## config.mk

```make
export PLATFORM = sky130hd
export DESIGN_NAME = eth_tx_scheduler
export DESIGN_NICKNAME = d
export VERILOG_FILES = /design/src/rtl/eth_tx_scheduler.sv
export SDC_FILE = /design/constraint.sdc
export NUM_CORES = 1
export LEC_CHECK = 0
export CELL_PAD_IN_SITES_DETAIL_PLACEMENT = 1
export CELL_PAD_IN_SITES_GLOBAL_PLACEMENT = 2
export CORE_MARGIN = 4
export CORE_UTILIZATION = 27
export CTS_CLUSTER_DIAMETER = 100
export DETAILED_ROUTE_END_ITERATION = 7
export PLACE_DENSITY = 0.87
export REMOVE_ABC_BUFFERS = 1
export SLEW_MARGIN = 20
export SYNTH_ARGS = -nofsm -noshare
export SYNTH_HDL_FRONTEND = slang
export SYNTH_SLANG_ARGS = --single-unit
```

## constraint.sdc

```tcl
create_clock -name clk -period 6.45 [get_ports clk]
set_input_delay 0.645 -clock clk [delete_from_list [all_inputs] [get_ports clk]]
set_output_delay 0.645 -clock clk [all_outputs]
set_load 0.1 [all_outputs]
```

## src/rtl/eth_tx_scheduler.sv

```systemverilog
// Transmit sequencer: fetches one frame byte-by-byte from the single-ported TX buffer RAM,
// hands each byte to the serializer, then holds off for the inter-frame gap before reporting done.
module eth_tx_scheduler #(
  parameter int ADDR_W     = 10,
  parameter int IFG_CYCLES = 12
) (
  input  logic              clk,
  input  logic              rst,
  input  logic              cpu_we,
  input  logic [ADDR_W-1:0] cpu_addr,
  input  logic [7:0]        cpu_wdata,
  input  logic              cpu_go,
  input  logic [ADDR_W:0]   cpu_len,
  input  logic              cpu_abort,
  output logic              cpu_stall,
  output logic [ADDR_W-1:0] buf_a,
  output logic              buf_we,
  output logic              buf_re,
  output logic [7:0]        buf_wdata,
  input  logic [7:0]        buf_rdata,
  input  logic              ser_ready,
  output logic              ser_load,
  output logic [7:0]        ser_data,
  output logic              busy,
  output logic              done,
  output logic              err,
  output logic [2:0]        state_dbg
);

  localparam int GAP_W = (IFG_CYCLES < 2) ? 1 : $clog2(IFG_CYCLES + 1);
  localparam logic [ADDR_W:0]   LEN_ONE = 1;
  localparam logic [ADDR_W-1:0] PTR_ONE = 1;
  localparam logic [GAP_W-1:0]  GAP_ONE = 1;
  localparam logic [GAP_W-1:0]  GAP_INIT = GAP_W'(IFG_CYCLES);

  typedef enum logic [2:0] {
    S_IDLE     = 3'd0,
    S_FETCH    = 3'd1,
    S_LATCH    = 3'd2,
    S_WAIT_SER = 3'd3,
    S_GAP      = 3'd4
  } state_t;

  state_t            state, state_nxt;
  logic [ADDR_W-1:0] ptr;
  logic [ADDR_W:0]   len;
  logic [GAP_W-1:0]  gap_cnt;
  logic              len_ok;
  logic              last_byte;
  logic              go_req;
  logic              kill;

  // Legal lengths are 1..2**ADDR_W: nonzero, and if the top bit is set nothing below it may be.
  assign len_ok    = (cpu_len != '0) && (!cpu_len[ADDR_W] || (cpu_len[ADDR_W-1:0] == '0));
  assign last_byte = ({1'b0, ptr} == (len - LEN_ONE));
  assign go_req    = cpu_go && !cpu_abort;
  assign kill      = rst || cpu_abort;

  // Transmit fetches own the RAM port only in FETCH; every other cycle the CPU write goes straight through.
  assign cpu_stall = cpu_we && (state == S_FETCH);
  assign buf_we    = cpu_we && !cpu_stall && !rst;
  assign buf_a     = (state == S_FETCH) ? ptr : cpu_addr;
  assign buf_wdata = cpu_wdata;
  assign busy      = (state != S_IDLE);
  assign state_dbg = state;

  always_ff @(posedge clk) begin
    if (rst) state <= S_IDLE;
    else     state <= state_nxt;
  end

  always_comb begin
    state_nxt = state;
    buf_re    = 1'b0;
    ser_load  = 1'b0;
    done      = 1'b0;
    case (state)
      S_IDLE:     if (go_req && len_ok) state_nxt = S_FETCH;
      S_FETCH: begin
        buf_re    = 1'b1;
        state_nxt = S_LATCH;
      end
      S_LATCH:    state_nxt = S_WAIT_SER;
      S_WAIT_SER: if (ser_ready) begin
        ser_load  = 1'b1;
        state_nxt = last_byte ? S_GAP : S_FETCH;
      end
      S_GAP:      if (gap_cnt == '0) begin
        done      = 1'b1;
        state_nxt = S_IDLE;
      end
      default:    state_nxt = S_IDLE;
    endcase
    // Abort and reset abandon the frame without a final handoff or completion pulse.
    if (kill) begin
      state_nxt = S_IDLE;
      ser_load  = 1'b0;
      done      = 1'b0;
    end
  end

  always_ff @(posedge clk) begin
    if (rst) begin
      ptr      <= '0;
      len      <= '0;
      gap_cnt  <= '0;
      ser_data <= '0;
      err      <= 1'b0;
    end else begin
      if (go_req) begin
        if ((state == S_IDLE) && len_ok) begin
          len <= cpu_len;
          ptr <= '0;
          err <= 1'b0;
        end else begin
          err <= 1'b1;
        end
      end
      if (state == S_LATCH) ser_data <= buf_rdata;
      if (ser_load && !last_byte) ptr <= ptr + PTR_ONE;
      if (ser_load && last_byte) gap_cnt <= GAP_INIT;
      else if ((state == S_GAP) && (gap_cnt != '0)) gap_cnt <= gap_cnt - GAP_ONE;
    end
  end

endmodule
```

# After elaboration in Yosys (flattened, before gate mapping)
# Index checks and enable logic that the tools add are counted.
op_classes:
  shift: 0
  eq_ne: 8
  mux: 19
  order_cmp: 0
  n_addsub: 3
  multipliers: 0
  reduce_logical: 31
  div: 0
  bitwise_logic: 0
ops:
  columns: ["op", "n"]
  rows:
  - ["10-bit 2-to-1 mux", 4]
  - ["3-bit case mux with 5 select lines", 1]
  - ["3-bit 2-to-1 mux", 4]
  - ["10-bit by 11-bit == test with 1-bit output", 1]
  - ["11-bit nonzero test", 1]
  - ["11-bit by 1-bit subtractor with 11-bit output, second input constant", 1]
  - ["10-bit by 1-bit adder with 10-bit output, second input constant", 1]
  - ["1-bit logical AND", 10]
  - ["10-bit zero test", 1]
  - ["1-bit 2-to-1 mux", 8]
  - ["4-bit 2-to-1 mux", 2]
  - ["3-bit by 2-bit == test with 1-bit output, second input constant", 2]
  - ["2-bit inequality test, second input constant", 3]
  - ["2-bit nonzero test", 3]
  - ["1-bit zero test", 5]
  - ["4-bit zero test", 1]
  - ["2-bit AND reduction", 2]
  - ["4-bit nonzero test", 1]
  - ["2-bit OR reduction", 2]
  - ["4-bit by 1-bit subtractor with 4-bit output, second input constant", 1]
  - ["3-bit by 1-bit == test with 1-bit output, second input constant", 1]
  - ["3-bit == test, second input constant", 1]
  - ["3-bit zero test", 1]
  - ["3-bit AND reduction", 1]
  - ["2 further kinds", 3]
totals:
  word_cells: 68
  inputBits: 43
  ff_bits: 37
  output_inout_bits: 36
  ramBits: 0
  n_memories: 0
  latch_bits: 0
  rom_bits: 0

# Logic depth before layout (Yosys ltp)
depth:
  ltp_word: 7
  ltp_mapped: 11
  mapped_depth_nobuf: 9

# Least setup slack after synthesis
# No wires, ideal clock.
synth_path:
  kind: "register to register"
  start: "register state[0], in the netlist state_dbg[0]"
  end: "register ptr[7]"
  t_required_ns: 6.376
  synth_period_minus_slack_ns: 5.547
  t_arrival_ns: 5.472
  setup_slack_ns: 0.903
  setup_ns: 0.074
  n_path_buf: 1
  path_stages_with_launch: 7
  cell_sequence: "dfxtp_1 nand2_1 nor4_1 o21ai_2 buf_6 or3b_2 a31oi_1"
synth_via:
  elab_chain_cells: 6
  elab_cells_between_ends: 10
  cone_classes: "eq/ne: 1; mux: 3; reduce/logical: 6"
synth_lines:
  columns: ["item", "line", "rtl"]
  rows:
  - ["start: declaration", "44", "state_t state, state_nxt;"]
  - ["start signal: assignment", "69", "else state <= state_nxt;"]
  - ["3-bit by 2-bit == test with 1-bit output *", "77", "case (state)"]
  - ["1-bit 2-to-1 mux *", "77", null]
  - ["1-bit 2-to-1 mux *", "95", "if (kill) begin"]
  - ["via ser_load", "22", "output logic ser_load,"]
  - ["1-bit logical AND *", "120", "if (ser_load && !last_byte) ptr <= ptr + PTR_ONE;"]
  - ["2-bit nonzero test (no source line)", null, null]
  - ["2-bit AND reduction (no source line)", null, null]
  - ["end signal: assignment", "120", null]
  - ["end: declaration", "45", "logic [ADDR_W-1:0] ptr;"]
# The timed path passes the listed nets; every way through them passes the cells marked *.
# A chain may end at the register's enable or synchronous reset.

# Worst setup path after layout
layout_path:
  start: "input port rst"
  end: "output port ser_load"
layout_via:
  elab_chain_cells: 2
layout_lines:
  columns: ["item", "line", "rtl"]
  rows:
  - ["start: declaration", "8", "input logic rst,"]
  - ["1-bit logical OR", "57", "assign kill = rst || cpu_abort;"]
  - ["1-bit 2-to-1 mux", "95", null]
  - ["end: declaration", "22", null]
# No other way between the ends.

==> out/results.ini <==
[setup_path]
worstReg2RegEnd = ptr[6]
critPathMaxFanout = 40
start_kind = input pin
critPathArrivalTime_ns = 3.22
r2r_start = len[4]
crit_type = in -> out
required_ns = 5.80
r2r_setup_slack_ns = 3.24
r2r_cells = 7
crit_path_end_kind = output port

[global_routing]
grt_max_degree = 41
grt_pass1_vias = 2142
grt_pass1_wl_um = 10000
antenna_found_initial = 0
gr-total-overflow = 0
grt.total_usage_pct = 12.3

[clock_tree]
clock_latency_ns = 0.29
cts_root_buf = clkbuf_8
cts_buffers = 5
htreeDepth = 2
cts_resized = 0
cts_setup_buffers = 0
cts_tree = done
clock-sinks = 37
clk_path_buf_depth = 2
clk_pin_slew_worst_paths_ns = 0.07
postCtsHoldBufs = 0

[logic_synthesis]
yosysMostFrequentCell = dfxtp_1
synth-seq-area-share_pct = 33.0
yosysUniqueCellTypes = 49
synth_edf_count = 0
synth_top_area_share_pct = 33.0
synth_common_cells = 37 x dfxtp_1, 36 x nand2_1, 22 x nor2_1
yosys_warnings = 0
yosys-top-cells-area = dfxtp_1 33%, nand2_1 6.0%, mux2_2 5.0%
ys_ff_latch = 37
synthArstFlopShare_pct = 0
syn_avg_cell_area_um2 = 8.24
netlist_area_mm2 = 0.00224
ys.flop_type = dfxtp_1
yosysTopAreaCell = dfxtp_1
synthCells = 272

[sta]
fmax_ghz = 0.259
timing.final.crit_share_pct = 59.9
relSlewSlack_pct = 32.7
hold_viol = 0
slew_viol_final = 0
skew_ns = 0.00520
fin_setup_tns_ns = 0
min_period_ns = 3.86
worst_slew_pin_slew_ns = 1.01
rsz0062_at_grt = no
setup_viol = 0

[route]
drcViolationCount = 0
wl_um = 5860
dr.first_iter.drc_count = 48
first_pass_iters = 4
via_count = 2090
vias_per_cell = 4.95
wl_per_cell_um = 13.9
ant_nets = 0

[floorplan]
die-area_mm2 = 0.00983
ioPinCount = 79
core_area_mm2 = 0.00789
start_util_pct = 28.4
die_width_um = 99.1
rows = 32
die_y_um = 99.1

[pwr]
power_uw = 505
ir_drop_mv = 0.0723
powerDensity_mw_per_mm2 = 172
p_leak_uw = 0.000968

[layout]
drive_above_1_share_pct = 10.9
final_nets = 365
filler_cell_count = 932
syn2layout_area_growth_pct = 31.2
antenna_cells = 0

[job]
max-cap-violations = 0

[min_path]
whs_endpoint = len[1]
hp-start = len[1]
holdPathStages = 2
hold_path_class = reg -> reg

[placed_design]
gp_congestion = 0.761
io_buffers = 62
dpl.hpwl_um = 4460

[outcome]
outcome = finished, final reports clean

## metal layers
layer,GRT usage [%],up-vias,wire (um)
li1,-,1051,-
met3,3.79,7,310
met1,14.6,980,2640
met5,0,-,0
met2,21.3,52,2860
met4,3.15,0,57
## placed cells by master, fill, tap and decap left out, types with 3 or more instances in the layout
cell type        synthesis  layout
inv_1                    5       5
mux2i_1                  8       8
clkdlybuf4s50_1          0      62
mux2_2                  10      10
a21oi_1                 19      19
nor3b_1                  4       3
dfxtp_1                 37      37
nor2_1                  22      22
a21o_1                   3       3
and2_1                   5       5
nor3_1                   9       9
or2_2                    4       4
nor4_1                   7       7
nand4b_1                 3       3
xor2_1                   5       5
clkbuf_8                 0       5
a31oi_1                  3       3
and3_1                   4       4
o21ai_0                  4       4
nand2b_1                 6       6
xnor2_1                  8       8
ha_1                     3       3
nand2_1                 36      36
or3b_2                   5       5
nand3_1                 13      13
## cell type report
cell class / count / area, um2 / share of cell area [%]
inverters: 5 / 18.8 / 0.638
clock inverters: 2 / 10.0 / 0.340
clock buffers: 6 / 72.6 / 2.47
repair buffers: 63 / 628 / 21.3
flip-flops and latches: 37 / 741 / 25.2
multi-input cells: 207 / 1350 / 45.7
well taps: 102 / 128 / 4.34
## state kept, by name, indices dropped and copies added, names as in the netlist
| name | flops |
|---|---|
| err | 1 |
| gap_cnt | 4 |
| len | 11 |
| ptr | 10 |
| ser_data | 8 |
| state_dbg | 3 |
## how the worst max path moves through the flow
stage            startpoint        to  slack [ns]  cells after the start
3_5_place_dp            rst  ser_load        2.57                      4
6_report                rst  ser_load        2.59                      4
2_1_floorplan  state_dbg[0]    buf_we       -0.15                      2
4_1_cts                 rst  ser_load        2.58                      4
5_1_grt                 rst  ser_load        2.46                      4
3_3_place_gp            rst  ser_load        2.61                      4
## worst max-delay path: stages
cell,delay [ns]
clkdlybuf4s50_1,0.39
buf_4,0.26
nor4_1,0.64
clkdlybuf4s50_1,1.26
## kinds of logic (layout without fill, tap and decap cells)
group | after synthesis | count (layout) | synth area share [%]
simple gates | 131 | 131 | 31.2
compound gates | 42 | 42 | 12.9
flops | 37 | 37 | 33.0
buf+inv | 28 | 76 | 7.48
mux | 18 | 18 | 8.59
xor+xnor | 13 | 13 | 5.08
fa+ha+maj | 3 | 3 | 1.67
## where the power goes
| part | switching, uW | leakage [uW] | internal, uW |
|---|---|---|---|
| logic | 68.4 | 0.000624 | 44.0 |
| clock network | 82.0 | 0.0000450 | 74.9 |
| registers | 4.15 | 0.000299 | 231 |
## per-stage QoR
| stage | setup slack (ns) | std cells | area [um2] | hold slack (ns) | utilization (%) |
|---|---|---|---|---|---|
| global route | 2.46 | 422 | 2940 | 0.535 | 37.3 |
| finish | 2.59 | 422 | 2940 | 0.494 | 37.3 |
| floorplan | -0.154 | 249 | 2090 | 0.453 | - |
| CTS | 2.58 | 422 | 2940 | 0.501 | 37.2 |
| global placement | 2.61 | 414 | 2850 | 0.476 | 36.2 |
| detailed placement | 2.57 | 414 | 2850 | 0.486 | 36.2 |
No activity file was read; power rests on OpenSTA's default activity.
